**src/rtl/eq_match_monitor_if.sv**
```systemverilog
// Sample and summary handshakes between the 2-bit equality comparator path and its monitor.
// The producer and summary consumer use the master modport; the monitor uses the slave modport.
interface eq_match_monitor_if #(
  parameter int W = 2
);
  logic         in_valid;
  logic         in_ready;
  logic [W-1:0] in_x;
  logic [W-1:0] in_y;
  logic         in_eq;
  logic         out_valid;
  logic         out_ready;
  logic         out_all_eq;

  modport master (
    output in_valid, in_x, in_y, in_eq, out_ready,
    input  in_ready, out_valid, out_all_eq
  );

  modport slave (
    input  in_valid, in_x, in_y, in_eq, out_ready,
    output in_ready, out_valid, out_all_eq
  );
endinterface

```
**src/rtl/eq_match_monitor.sv**
```systemverilog
// Windowed monitor for comparator results: counts matches/mismatches, tracks the match streak,
// cross-checks eq against x==y and hands out one summary record per window.
module eq_match_monitor #(
  parameter int W         = 2,
  parameter int WINDOW    = 5,
  parameter int STREAK_TH = 3,
  parameter int CNT_W     = 8
) (
  input  logic               clk,
  input  logic               rst_n,
  input  logic               start,
  eq_match_monitor_if.slave  bus,
  output logic               busy,
  output logic [CNT_W-1:0]   match_cnt,
  output logic [CNT_W-1:0]   mismatch_cnt,
  output logic [CNT_W-1:0]   streak,
  output logic               streak_hit,
  output logic               chk_err
);
  localparam int SC_W = $clog2(WINDOW + 1);

  localparam logic [1:0] S_IDLE   = 2'd0;
  localparam logic [1:0] S_COUNT  = 2'd1;
  localparam logic [1:0] S_REPORT = 2'd2;

  localparam logic [CNT_W-1:0] STREAK_MAX  = '1;
  localparam logic [CNT_W-1:0] STREAK_TH_C = CNT_W'(STREAK_TH);
  localparam logic [SC_W-1:0]  LAST_SAMPLE = SC_W'(WINDOW - 1);

  logic [1:0]       state_reg, state_next;
  logic [CNT_W-1:0] match_cnt_reg, match_cnt_next;
  logic [CNT_W-1:0] mismatch_cnt_reg, mismatch_cnt_next;
  logic [CNT_W-1:0] streak_reg, streak_next;
  logic             streak_hit_reg, streak_hit_next;
  logic             chk_err_reg, chk_err_next;
  logic [SC_W-1:0]  sample_cnt_reg, sample_cnt_next;

  logic [W-1:0]     bit_same;
  logic             operands_equal;
  logic             accept;
  logic [CNT_W-1:0] streak_inc;

  // Independent reference for the comparator result, bit by bit
  genvar gi;
  generate
    for (gi = 0; gi < W; gi++) begin : g_bit_eq
      assign bit_same[gi] = ~(bus.in_x[gi] ^ bus.in_y[gi]);
    end
  endgenerate

  assign operands_equal = &bit_same;
  assign accept         = bus.in_valid && (state_reg == S_COUNT);
  assign streak_inc     = (streak_reg == STREAK_MAX) ? STREAK_MAX : streak_reg + 1'b1;

  always_comb begin
    state_next        = state_reg;
    match_cnt_next    = match_cnt_reg;
    mismatch_cnt_next = mismatch_cnt_reg;
    streak_next       = streak_reg;
    streak_hit_next   = 1'b0;
    chk_err_next      = chk_err_reg;
    sample_cnt_next   = sample_cnt_reg;
    case (state_reg)
      S_IDLE: begin
        if (start) begin
          match_cnt_next    = '0;
          mismatch_cnt_next = '0;
          streak_next       = '0;
          chk_err_next      = 1'b0;
          sample_cnt_next   = '0;
          state_next        = S_COUNT;
        end
      end
      S_COUNT: begin
        if (accept) begin
          if (bus.in_eq) begin
            match_cnt_next  = match_cnt_reg + 1'b1;
            streak_next     = streak_inc;
            // Fires only on the transition into the threshold, so a saturated streak cannot re-fire
            streak_hit_next = (streak_reg != STREAK_TH_C) && (streak_inc == STREAK_TH_C);
          end else begin
            mismatch_cnt_next = mismatch_cnt_reg + 1'b1;
            streak_next       = '0;
          end
          if (bus.in_eq != operands_equal) begin
            chk_err_next = 1'b1;
          end
          sample_cnt_next = sample_cnt_reg + 1'b1;
          if (sample_cnt_reg == LAST_SAMPLE) begin
            state_next = S_REPORT;
          end
        end
      end
      S_REPORT: begin
        if (bus.out_ready) begin
          state_next = S_IDLE;
        end
      end
      default: state_next = S_IDLE;
    endcase
  end

  always_ff @(posedge clk or negedge rst_n) begin
    if (!rst_n) begin
      state_reg        <= S_IDLE;
      match_cnt_reg    <= '0;
      mismatch_cnt_reg <= '0;
      streak_reg       <= '0;
      streak_hit_reg   <= 1'b0;
      chk_err_reg      <= 1'b0;
      sample_cnt_reg   <= '0;
    end else begin
      state_reg        <= state_next;
      match_cnt_reg    <= match_cnt_next;
      mismatch_cnt_reg <= mismatch_cnt_next;
      streak_reg       <= streak_next;
      streak_hit_reg   <= streak_hit_next;
      chk_err_reg      <= chk_err_next;
      sample_cnt_reg   <= sample_cnt_next;
    end
  end

  // Handshake outputs decode straight from state; counters are frozen while reporting
  assign bus.in_ready   = (state_reg == S_COUNT);
  assign bus.out_valid  = (state_reg == S_REPORT);
  assign bus.out_all_eq = (state_reg == S_REPORT) && (mismatch_cnt_reg == '0);

  assign busy         = (state_reg != S_IDLE);
  assign match_cnt    = match_cnt_reg;
  assign mismatch_cnt = mismatch_cnt_reg;
  assign streak       = streak_reg;
  assign streak_hit   = streak_hit_reg;
  assign chk_err      = chk_err_reg;
endmodule

```
**src/flat_wrapper.sv**
```systemverilog
// flat-port wrapper written by rule: the top's interface ports become plain ports
module eq_match_monitor_flat 
#(
  parameter int W         = 2,
  parameter int WINDOW    = 5,
  parameter int STREAK_TH = 3,
  parameter int CNT_W     = 8
)
  (clk, rst_n, start, busy, match_cnt, mismatch_cnt, streak, streak_hit, chk_err, bus_in_valid, bus_in_x, bus_in_y, bus_in_eq, bus_out_ready, bus_in_ready, bus_out_valid, bus_out_all_eq);
  eq_match_monitor_if #(.W(W)) bus_i ();
  input  logic clk;
  input  logic rst_n;
  input  logic start;
  output logic busy;
  output logic [CNT_W-1:0] match_cnt;
  output logic [CNT_W-1:0] mismatch_cnt;
  output logic [CNT_W-1:0] streak;
  output logic streak_hit;
  output logic chk_err;
  input wire logic [$bits(bus_i.in_valid)-1:0] bus_in_valid;
  input wire logic [$bits(bus_i.in_x)-1:0] bus_in_x;
  input wire logic [$bits(bus_i.in_y)-1:0] bus_in_y;
  input wire logic [$bits(bus_i.in_eq)-1:0] bus_in_eq;
  input wire logic [$bits(bus_i.out_ready)-1:0] bus_out_ready;
  output wire logic [$bits(bus_i.in_ready)-1:0] bus_in_ready;
  output wire logic [$bits(bus_i.out_valid)-1:0] bus_out_valid;
  output wire logic [$bits(bus_i.out_all_eq)-1:0] bus_out_all_eq;
  assign bus_i.in_valid = bus_in_valid;
  assign bus_i.in_x = bus_in_x;
  assign bus_i.in_y = bus_in_y;
  assign bus_i.in_eq = bus_in_eq;
  assign bus_i.out_ready = bus_out_ready;
  assign bus_in_ready = bus_i.in_ready;
  assign bus_out_valid = bus_i.out_valid;
  assign bus_out_all_eq = bus_i.out_all_eq;
  eq_match_monitor #(.W(W), .WINDOW(WINDOW), .STREAK_TH(STREAK_TH), .CNT_W(CNT_W)) u_core (.clk(clk), .rst_n(rst_n), .start(start), .bus(bus_i), .busy(busy), .match_cnt(match_cnt), .mismatch_cnt(mismatch_cnt), .streak(streak), .streak_hit(streak_hit), .chk_err(chk_err));
endmodule
```
**config.mk**
```make
export PLATFORM = sky130hd
export DESIGN_NAME = eq_match_monitor_flat
export DESIGN_NICKNAME = d
export VERILOG_FILES = /design/src/rtl/eq_match_monitor_if.sv /design/src/rtl/eq_match_monitor.sv /design/src/flat_wrapper.sv
export SDC_FILE = /design/constraint.sdc
export NUM_CORES = 1
export LEC_CHECK = 0
export CAP_MARGIN = 20
export CORE_MARGIN = 2
export CORE_UTILIZATION = 50
export CTS_CLUSTER_DIAMETER = 40
export CTS_CLUSTER_SIZE = 16
export DETAILED_ROUTE_END_ITERATION = 10
export GPL_ROUTABILITY_DRIVEN = 0
export GPL_TIMING_DRIVEN = 0
export MAX_ROUTING_LAYER = met4
export PLACE_DENSITY_LB_ADDON = 0.05
export SLEW_MARGIN = 5
export SYNTH_ARGS = -nofsm -noshare
export SYNTH_HDL_FRONTEND = slang
export SYNTH_SLANG_ARGS = --single-unit
```
**constraint.sdc**
```tcl
create_clock -name clk -period 4.35 [get_ports clk]
set_input_delay 0.87 -clock clk [delete_from_list [all_inputs] [get_ports clk]]
set_output_delay 0.87 -clock clk [all_outputs]
set_load 0.02 [all_outputs]
```
* Word-level counts from Yosys, hierarchy flattened
Cells that the tools add are included.
** Storage, ports and cells
- Output and inout port bits :: 30
- Register bits :: 31
- Input port bits :: 10
- Logic and storage cells :: 68
** Operators by class
- Add/sub/neg operators :: 4
- Muxes and demuxes :: 26
- Bitwise logic cells :: 4
- Eq/ne operators :: 14
- Reductions and logical operators :: 13
** Operator list (number)
- $mux 8 :: 8
- $pmux 8 s2 :: 3
- $add 8x1->8 const B :: 3
- $reduce_and 4->1 :: 4
- $eq 8x2->1 const B :: 1
- $eq 8x8->1 const B :: 1
- $logic_not 8->1 :: 1
- $mux 2 :: 4
- $ne 2x2->1 const B :: 4
- $ne 8x2->1 const B :: 1
- $mux 1 :: 6
- $mux 3 :: 2
- $ne 2x1->1 const B :: 3
- $pmux 2 s3 :: 1
- $pmux 3 s2 :: 1
- $reduce_bool 2->1 :: 2
- $add 3x1->3 const B :: 1
- $eq 3x3->1 const B :: 1
- $logic_and 1x1->1 :: 3
- $reduce_and 3->1 :: 1
- $eq 2x1->1 const B :: 1
- $eq 2x2->1 const B :: 1
- $logic_not 2->1 :: 1
- $not 1->1 :: 2
- 4 further kinds :: 5

* Depth between registers and ports, before layout
- Word-level depth :: 7
- Gate-level depth with buffers :: 6
- Depth with buffers taken out :: 5

* Worst setup path before layout
OpenSTA, ideal clock, no wires.
- Path kind :: flip-flop to output port
- From :: register u_core.state_reg[0]
- To :: output port bus_out_all_eq
- Setup slack :: 1782 ps
- Data required time :: 3480 ps
- Cell stages (with the launch flop) :: 5
- Buffers on the path :: 1
- Arrival time :: 1698 ps
- Cell sequence :: dfrtp_1 -> clkbuf_2 -> nor2b_1 -> nand4_1 -> nor4_1
** On the way
- Cells in the longest elaborated chain, start to end :: 2
** Ends and longest elaborated chain
- from (decl) :: RTL line eq_match_monitor.sv:30 : logic [1:0] state_reg, state_next;
- from (signal assigned) :: RTL line eq_match_monitor.sv:113 : state_reg <= state_next;
- $eq 2x2->1
- via bus_out_valid :: RTL line flat_wrapper.sv:26 : output wire logic [$bits(bus_i.out_valid)-1:0] bus_out_valid;
- $logic_and 1x1->1 :: RTL line eq_match_monitor.sv:126 : assign bus.out_all_eq = (state_reg == S_REPORT) && (mismatch_cnt_reg == '0);
- to (decl) :: RTL line flat_wrapper.sv:27 : output wire logic [$bits(bus_i.out_all_eq)-1:0] bus_out_all_eq;
The timed path passes the listed nets, and every way through them passes these cells.

* Worst setup path in the final report
- From :: register u_core.state_reg[0]
- To :: output port bus_out_all_eq
** On the way
- Cells in the longest elaborated chain, start to end :: 2
** Ends and longest elaborated chain (RTL line)
- $eq 2x2->1 :: eq_match_monitor.sv:126
- $logic_and 1x1->1 :: eq_match_monitor.sv:126
No other way between the ends.

==> out/summary.txt <==
FF-to-FF Start - u_core.streak[0]$_DFFE_PN0P_
Finished Core Util - 67.9%
Clk sinks - 31
Synthesis-to-layout area growth - 27.0%
Detailed-route vias per instance - 5.78
Initial antenna violation count - 0
# hold bufs at CTS - 0
Layout Nets - 258
Clock-pin slew on the worst setup and hold paths - 90 ps
Top_reg_cell synth - dfrtp_1
Reg-to-Reg End - u_core.streak_hit$_DFF_PN0_
Setup TNS - 0 ps
Post-synth top area share - 42.5%
Setup bufs post-CTS - 0
Port bufs - 39
Syn nets - 212
Maximum Capacitance Violations - 0
Core area - 3420 um^2
CTS tree - yes
Post-DRT Antenna Nets - 0
Max VDD drop - 0.289 mV
Mean Syn Cell Area - 9.31 um^2
Mapped Cells - 196
CP startpoint - u_core.state_reg[0]$_DFFE_PN0P_
Post-Place Cells - 281
Slew at the pin closest to its max-slew limit - 698 ps
Share of layout cells above drive strength 1 - 9.05%
Die Y - 64.4 um
Status - finished clean
GRT overflow - 0
WP data arrival - 2100 ps
Worst-Skew Late Latency - 330 ps
Top cells by area, synth - dfrtp_1 42%, xnor2_1 5.3%, ha_1 4.1%
Diode count - 0
DIE AREA - 4150 um^2
H-tree Lvls - 2
DRC - 0
Top-Level Pins - 40
Peak Freq - 0.337 GHz
Fin crit share - 68.2%
Via count - 1671
Crit path required time - 3480 ps
CP max FO - 9
Pwr Total - 1.15 mW
Post-Syn Area - 1830 um^2
Number of DRC markers in iteration 0 - 136
Synthesis-stage register bit count - 31
CP endpoint - bus_out_all_eq
Leading area contributor after synthesis - dfrtp_1
Max Clock Skew - 8.59 ps
Hold slack - 541 ps
Clk Tree Root Cell - clkbuf_4
Routed WL - 4.38 mm
Vias in the first global route - 1626
Final Hold Viols - 0
Setup crit end kind - output pin
Seq/Total Area, Yosys - 42.5%
Number of buffers created by CTS - 5
Reg2reg setup slack - 2290 ps
Post-CTS sizing - 0
Cell area power density - 498 nW/um^2
Kind of critical path - flip-flop to output pin
Initial core utilization - 53.4%
Worst setup SP type - flip-flop
WL/cell - 15.1 um
Fillers - 291
Standby leakage power - 0.974 nW
Unrepaired setup endpoints after global routing - false
Final Max Slew Viols - 0
Largest net degree at the start of global routing - 32
Number of synthesized flops with an enable pin - 0
DR pass1 iterations - 4
Total track usage - 24.5%
Share of synthesized flip-flops with an asynchronous set or reset - 100%
Die W - 64.4 um
First-pass GRT wire length - 7.61 mm
Ys Warns - 0
Relative slew slack - 53.5%
Worst R2R Path Depth - 5
Std-Cell Rows - 21
Finished Layout Cells - 289
Final Setup Violations - 0
Period minus WS final - 2970 ps
DP HPWL - 3.13 mm
Hold crit path type - flip-flop to flip-flop
Max Root-Sink Buffers - 2
Netlist cell types - 46
[layer usage]
layer	vias to the layer above	part of all wire [%]	GRT usage (%)
met3	7	5.6	4.86
li1	799	-	-
met1	813	45	32.1
met5	-	0	-
met2	52	48	38.5
met4	0	1.7	7.71
[cells in the final DEF, fill, tap and decap left out, drive strengths merged, types with 2 or more instances in the layout]
cell / netlist / layout
a2111oi: 4 / 4
a211oi: 7 / 7
a21o: 5 / 5
a21oi: 9 / 9
a22o: 3 / 3
a31oi: 5 / 5
and3: 3 / 3
buf: 3 / 4
clkbuf: 7 / 14
clkdlybuf4s50: 0 / 38
dfrtp: 31 / 31
ha: 6 / 6
inv: 12 / 12
mux2: 2 / 2
nand2: 11 / 11
nand3: 11 / 11
nand4: 7 / 7
nand4b: 3 / 3
nor2: 19 / 19
nor2b: 2 / 2
o21a: 2 / 2
o21ai: 11 / 11
o22ai: 2 / 2
o31ai: 2 / 2
or4: 2 / 2
xnor2: 11 / 11
xor2: 3 / 3
[cells by family after synthesis]
| family | share of synthesized area (%) |
|---|---|
| compound gates | 20.2 |
| xor+xnor | 6.72 |
| fa+ha+maj | 4.11 |
| buf+inv | 4.93 |
| flops | 42.5 |
| mux | 1.23 |
| simple gates | 20.3 |
[how the worst min path moves through the flow]
stage	start	end	slack [ps]	depth (start not counted)
finish	u_core.sample_cnt_reg[0]$_DFFE_PN0P_	u_core.sample_cnt_reg[0]$_DFFE_PN0P_	540	1
floorplan	u_core.sample_cnt_reg[0]$_DFFE_PN0P_	u_core.sample_cnt_reg[0]$_DFFE_PN0P_	490	1
CTS	u_core.sample_cnt_reg[0]$_DFFE_PN0P_	u_core.sample_cnt_reg[0]$_DFFE_PN0P_	540	1
detailed placement	u_core.sample_cnt_reg[0]$_DFFE_PN0P_	u_core.sample_cnt_reg[0]$_DFFE_PN0P_	520	1
global placement	u_core.sample_cnt_reg[0]$_DFFE_PN0P_	u_core.sample_cnt_reg[0]$_DFFE_PN0P_	510	1
global route	u_core.chk_err$_DFFE_PN0P_	u_core.chk_err$_DFFE_PN0P_	570	1
[area by class of cell]
| class | count | area (um^2) | area share (%) |
|---|---|---|---|
| buffer | 10 | 45.0 | 1.94 |
| multi-input combinational | 143 | 960 | 41.4 |
| sequential | 31 | 776 | 33.5 |
| inverter | 12 | 45.0 | 1.94 |
| tap | 46 | 57.6 | 2.48 |
| timing repair buffer | 39 | 385 | 16.6 |
| clock inverter | 1 | 5.00 | 0.216 |
| clock buffer | 7 | 45.0 | 1.94 |
[cell usage after synthesis, types with 2 or more instances]
library cell and instances:
buf_2 2, a31oi_1 5, a21oi_1 9, a21o_1 5, a22o_1 2, nor2b_1 2
mux2_2 2, ha_1 6, and3_1 2, inv_1 12, xnor2_1 11, a2111oi_0 2
clkbuf_1 6, or4_1 2, o21ai_0 11, xor2_1 3, o21a_1 2, nand3_1 10
nand4_1 7, nand4b_1 3, o22ai_1 2, nor2_1 19, nand2_1 11, dfrtp_1 31
o31ai_1 2, a211oi_1 7
[worst max-delay path, cell delays in order (launching register included)]
cell,delay [ps]
dfrtp_1,370
clkbuf_2,180
nor2b_1,280
nand4_1,130
nor4_1,170
clkdlybuf4s50_1,640
[where the power goes]
group          internal, mW  leakage [nW]  total (mW)  switching [mW]
Combinational         0.246         0.535       0.541           0.295
Clock                0.0629        0.0293       0.159          0.0964
Sequential            0.360         0.410       0.453          0.0932
[per-stage QoR]
| stage | cell area (um^2) | worst slack (ps) |
|---|---|---|
| floorplan | 1830 | 1780 |
| global placement | 2270 | 1620 |
| detailed placement | 2270 | 1590 |
| CTS | 2320 | 1330 |
| global route | 2320 | 1250 |
| finish | 2320 | 1380 |
Power figures use the tool's default switching activity.
==> RTL edit 1, RTL diff (config.mk and constraints unchanged) <==
`W` is set to 2 in 3 places; all go to 3.
--- a/src/rtl/eq_match_monitor_if.sv
+++ b/src/rtl/eq_match_monitor_if.sv
@@ -1,7 +1,7 @@
 // Sample and summary handshakes between the 2-bit equality comparator path and its monitor.
 // The producer and summary consumer use the master modport; the monitor uses the slave modport.
 interface eq_match_monitor_if #(
-  parameter int W = 2
+  parameter int W = 3
 );
   logic         in_valid;
   logic         in_ready;
--- a/src/rtl/eq_match_monitor.sv
+++ b/src/rtl/eq_match_monitor.sv
@@ -1,7 +1,7 @@
 // Windowed monitor for comparator results: counts matches/mismatches, tracks the match streak,
 // cross-checks eq against x==y and hands out one summary record per window.
 module eq_match_monitor #(
-  parameter int W         = 2,
+  parameter int W         = 3,
   parameter int WINDOW    = 5,
   parameter int STREAK_TH = 3,
   parameter int CNT_W     = 8
--- a/src/flat_wrapper.sv
+++ b/src/flat_wrapper.sv
@@ -1,7 +1,7 @@
 // flat-port wrapper written by rule: the top's interface ports become plain ports
 module eq_match_monitor_flat 
 #(
-  parameter int W         = 2,
+  parameter int W         = 3,
   parameter int WINDOW    = 5,
   parameter int STREAK_TH = 3,
   parameter int CNT_W     = 8
Interface: changed (resized bus_in_x and bus_in_y); port bits go from 40 to 42. No check against the original RTL was run, so the function may have changed too.
==> RTL edit 1 against the unedited design <==
- first-iteration DRC count increased by 8.8%
- cell area increased by 1.1%
- sequential cell count unchanged
- setup slack got worse by 0.22 ns
- via count increased by 1.6%
- synthesized area decreased by 0.69%
- critical endpoint unchanged
- routed wire length unchanged
- power increased by 4.1%
- critical path depth unchanged
==> RTL edit 1: results (changes against the unedited design) <==
metric;value;unit;change
hold_class;flip-flop to flip-flop;;
synth-seq-area-share;42.79;%;+0.29 points
reg2reg_to;u_core.streak_hit;;
final_layout_size_suffix_gt1_share;8.230;%;-0.82 points
min_to;u_core.chk_err;;
wl_per_cell;15.15;um;unchanged
min_from;u_core.chk_err;;
finalNetCount;260;;+0.78%
port_buffers;41;;+5.1%
cts_repair_resize_count;0;;unchanged
synthTopCellsByCount;dfrtp_1 (31), nand2_1 (22), o21ai_0 (13);;
ir_worst_vdd;286.4;uV;-0.83%
timing.slew.headroom;53.64;%;+0.19 points
globalRouteTotalUtil;24.10;%;-0.38 points
dpl_cell_area;2276;um^2;+0.33%
path_max_fanout;10;;+1
ys_top_cells_by_area;dfrtp_1 (43%), nand2_1 (4.6%), ha_1 (4.1%), o21ai_0 (3.6%), a22o_1 (3.4%);;
whs;0.5150;ns;-0.02564 ns
grt_pass1_wl;7.652;mm;+0.55%
hpwl;3.144;mm;+0.59%
hold_viol_final;0;;unchanged
ys_warn_count;0;;unchanged
ff2ff_setup_slack;2.43;ns;+0.14 ns
hold_depth;2;;+1
outcome;completed;;
leakagePower;1.005;nW;+3.1%
cts-root-buf;clkbuf_4;;
drc;0;;unchanged
crit_family;buffers and inverters;;
rr_worst_depth;6;;+1
grt_pass1_vias;1651;;+1.5%
slowest_stage;clkdlybuf4s50_1;;
fin_skew;0.004375;ns;-0.004213 ns
routed_via_density;5.875;;+1.6%
drt_iter0_drc;148;;+8.8%
synth_cell_types;43;;-6.5%
-- RTL edit 1: cell types whose count changed after synthesis, sizes merged, moves of 4 or more --
cell / before / now
o211ai: 0 / 4
nand4: 7 / 2
a2111oi: 4 / 0
a211oi: 7 / 2
xnor2: 11 / 3
inv: 12 / 8
nor2: 19 / 7
nand2: 11 / 22
a22o: 3 / 7
-- RTL edit 1: worst max path at each step --
stage          cells past startpoint          endpoint           startpoint
2_1_floorplan                      4    bus_out_all_eq  u_core.state_reg[1]
3_3_place_gp                       5    bus_out_all_eq  u_core.state_reg[1]
3_5_place_dp                       6  u_core.streak[5]                start
4_1_cts                            5    bus_out_all_eq  u_core.state_reg[1]
5_1_grt                            5    bus_out_all_eq  u_core.state_reg[1]
6_report                           5    bus_out_all_eq  u_core.state_reg[1]
-- RTL edit 1: logic make-up after synthesis --
group / Yosys count / synth area share [%]
compound gates: 55 / 20.36
xor+xnor: 7 / 3.382
fa+ha+maj: 6 / 4.141
buf+inv: 18 / 4.417
flops: 31 / 42.79
mux: 3 / 1.794
simple gates: 74 / 23.12
-- RTL edit 1: area by class of cell --
class	count	area, um^2
clock buffer	8	68.82
fill	290	1071
inverter	8	30.03
sequential	31	775.7
buffer	10	50.05
tap	46	57.56
multi-input combinational	145	957.2
timing repair buffer	41	405.4
-- RTL edit 1: worst min-delay path: stages, from the launching register on --
cell,delay [ns]
dfrtp_1,0.36
nand2_1,0.05
o21ai_0,0.07
-- RTL edit 1: where the power goes --
| part | internal (mW) | switching (mW) | leakage (nW) |
|---|---|---|---|
| Sequential | 0.358 | 0.0865 | 0.410 |
| Clock | 0.0951 | 0.0970 | 0.0386 |
| Combinational | 0.262 | 0.303 | 0.556 |
| Total | 0.715 | 0.487 | 1.00 |
-- RTL edit 1: per-layer routing --
layer	part of all wire [%]	global-route usage [%]	vias to the layer above
met4	0.53	9.043	0
met1	44	31.64	825
li1	-	-	807
met5	0	-	-
met2	50	38.28	64
met3	5.3	3.169	2
-- RTL edit 1: metrics by stage --
step	setup slack (ns)	std cells
after floorplan	1.697	194
after global placement	1.528	281
after detailed placement	1.533	281
after CTS	1.150	289
after global routing	0.9900	289
final	1.164	289
==> RTL edit 2, RTL diff (same settings) <==
Made on the original files. Reset style: synchronous (`rst_n`), changed in one clocked block.
--- a/src/rtl/eq_match_monitor.sv
+++ b/src/rtl/eq_match_monitor.sv
@@ -100,7 +100,7 @@
     endcase
   end
 
-  always_ff @(posedge clk or negedge rst_n) begin
+  always_ff @(posedge clk) begin
     if (!rst_n) begin
       state_reg        <= S_IDLE;
       match_cnt_reg    <= '0;
Formal check against the unedited RTL: differs if rst_n is asserted again (counterexample within 4 cycles, from zero or initial values and one cycle with rst_n low); with rst_n held inactive, the same outputs for 10 cycles.
==> RTL edit 2 against the unedited design <==
- cell area decreased by 3.9%
- global-route usage shrank 0.83 points
- routed wire length decreased by 6.9%
- first-iteration DRC count is 42% lower
- register-to-register slack better by 0.26 ns
- synthesized area is 6.3% lower
- worst hold slack lost 0.049 ns
- setup slack got worse by 0.093 ns
- critical path type unchanged
- sequential cell count unchanged
- non-clock buffer count decreased by 1
Power is not compared: it rests on default switching activity, and its combinational part moved more than twofold at a synthesized area within 25%.
==> RTL edit 2: results (changes against the unedited design) <==
metric;value;unit;change
hpwl;2.978;mm;-4.7%
fin_skew;0.01031;ns;+0.001721 ns
ys_top_cells_by_area;dfxtp_1 (36%), a21oi_1 (4.4%), ha_1 (4.4%), nand2_1 (4.0%), nand3_1 (3.8%);;
whs;0.4920;ns;-0.04861 ns
final_layout_size_suffix_gt1_share;8.300;%;-0.75 points
antenna_found_initial;0;;unchanged
finalNetCount;268;;+3.9%
synthTopCellsByCount;dfxtp_1 (31), nand2_1 (18), a21oi_1 (15), nor2_1 (15), nand3_1 (13);;
min_to;u_core.match_cnt[7];;
hold_depth;2;;+1
drt_iter0_drc;79;;-42%
crit_path_start;u_core.state_reg[1];;
grt_max_degree;11;;-66%
dp_cells;291;;+3.6%
cts-root-buf;clkbuf_4;;
min_from;u_core.match_cnt[7];;
synth_cell_types;43;;-6.5%
n_fill_cell;310;;+6.5%
grtUsageMet1;28.22;%;-3.9 points
syn-num-nets;222;;+4.7%
ff2ff_setup_slack;2.55;ns;+0.26 ns
grt_pass1_wl;7.238;mm;-4.9%
wl_met1;1.879;mm;-4.7%
synth_area_per_cell;8.303;um^2;-11%
timing.final.crit_share;70.35;%;+2.1 points
cts_buffers;5;;unchanged
timing.slew.headroom;60.27;%;+6.8 points
vias;1670;;-0.060%
path_max_fanout;10;;+1
met3_usage;6.486;%;+1.6 points
totalWireLength;4.073;mm;-6.9%
wl_met2;1.919;mm;-7.9%
reg2reg_to;u_core.match_cnt[4];;
dp_slack;1.628;ns;+0.03937 ns
met3WireLength;222;um;-10%
dpl_cell_area;2158;um^2;-4.9%
port_buffers;39;;unchanged
async_reset_ff_share;0;%;-100 points
synth-seq-area-share;36.28;%;-6.2 points
wl_per_cell;13.62;um;-10%
outcome;completed;;
met2_usage;38.04;%;-0.50 points
grt_pass1_vias;1585;;-2.5%
globalRouteTotalUtil;23.65;%;-0.83 points
RTL edit 2: tightest hold or removal path, stage by stage, from the launching register on:
cell	delay, ns
dfxtp_1	0.33
o31ai_1	0.08
a21oi_2	0.05
RTL edit 2: area by class of cell:
type / instances / area [um^2] / area share, %
clock buffer: 8 / 68.82 / 3.090
sequential: 31 / 620.6 / 27.87
multi-input combinational: 156 / 993.5 / 44.61
buffer: 9 / 58.81 / 2.640
tap: 46 / 57.56 / 2.584
inverter: 10 / 37.54 / 1.685
timing repair buffer: 39 / 390.4 / 17.53
RTL edit 2: kinds of logic after synthesis:
group | after synthesis | synth area share (%)
compound gates | 55 | 21.22
xor+xnor | 11 | 5.633
buf+inv | 19 | 5.633
fa+ha+maj | 6 | 4.389
flops | 31 | 36.28
simple gates | 84 | 26.85
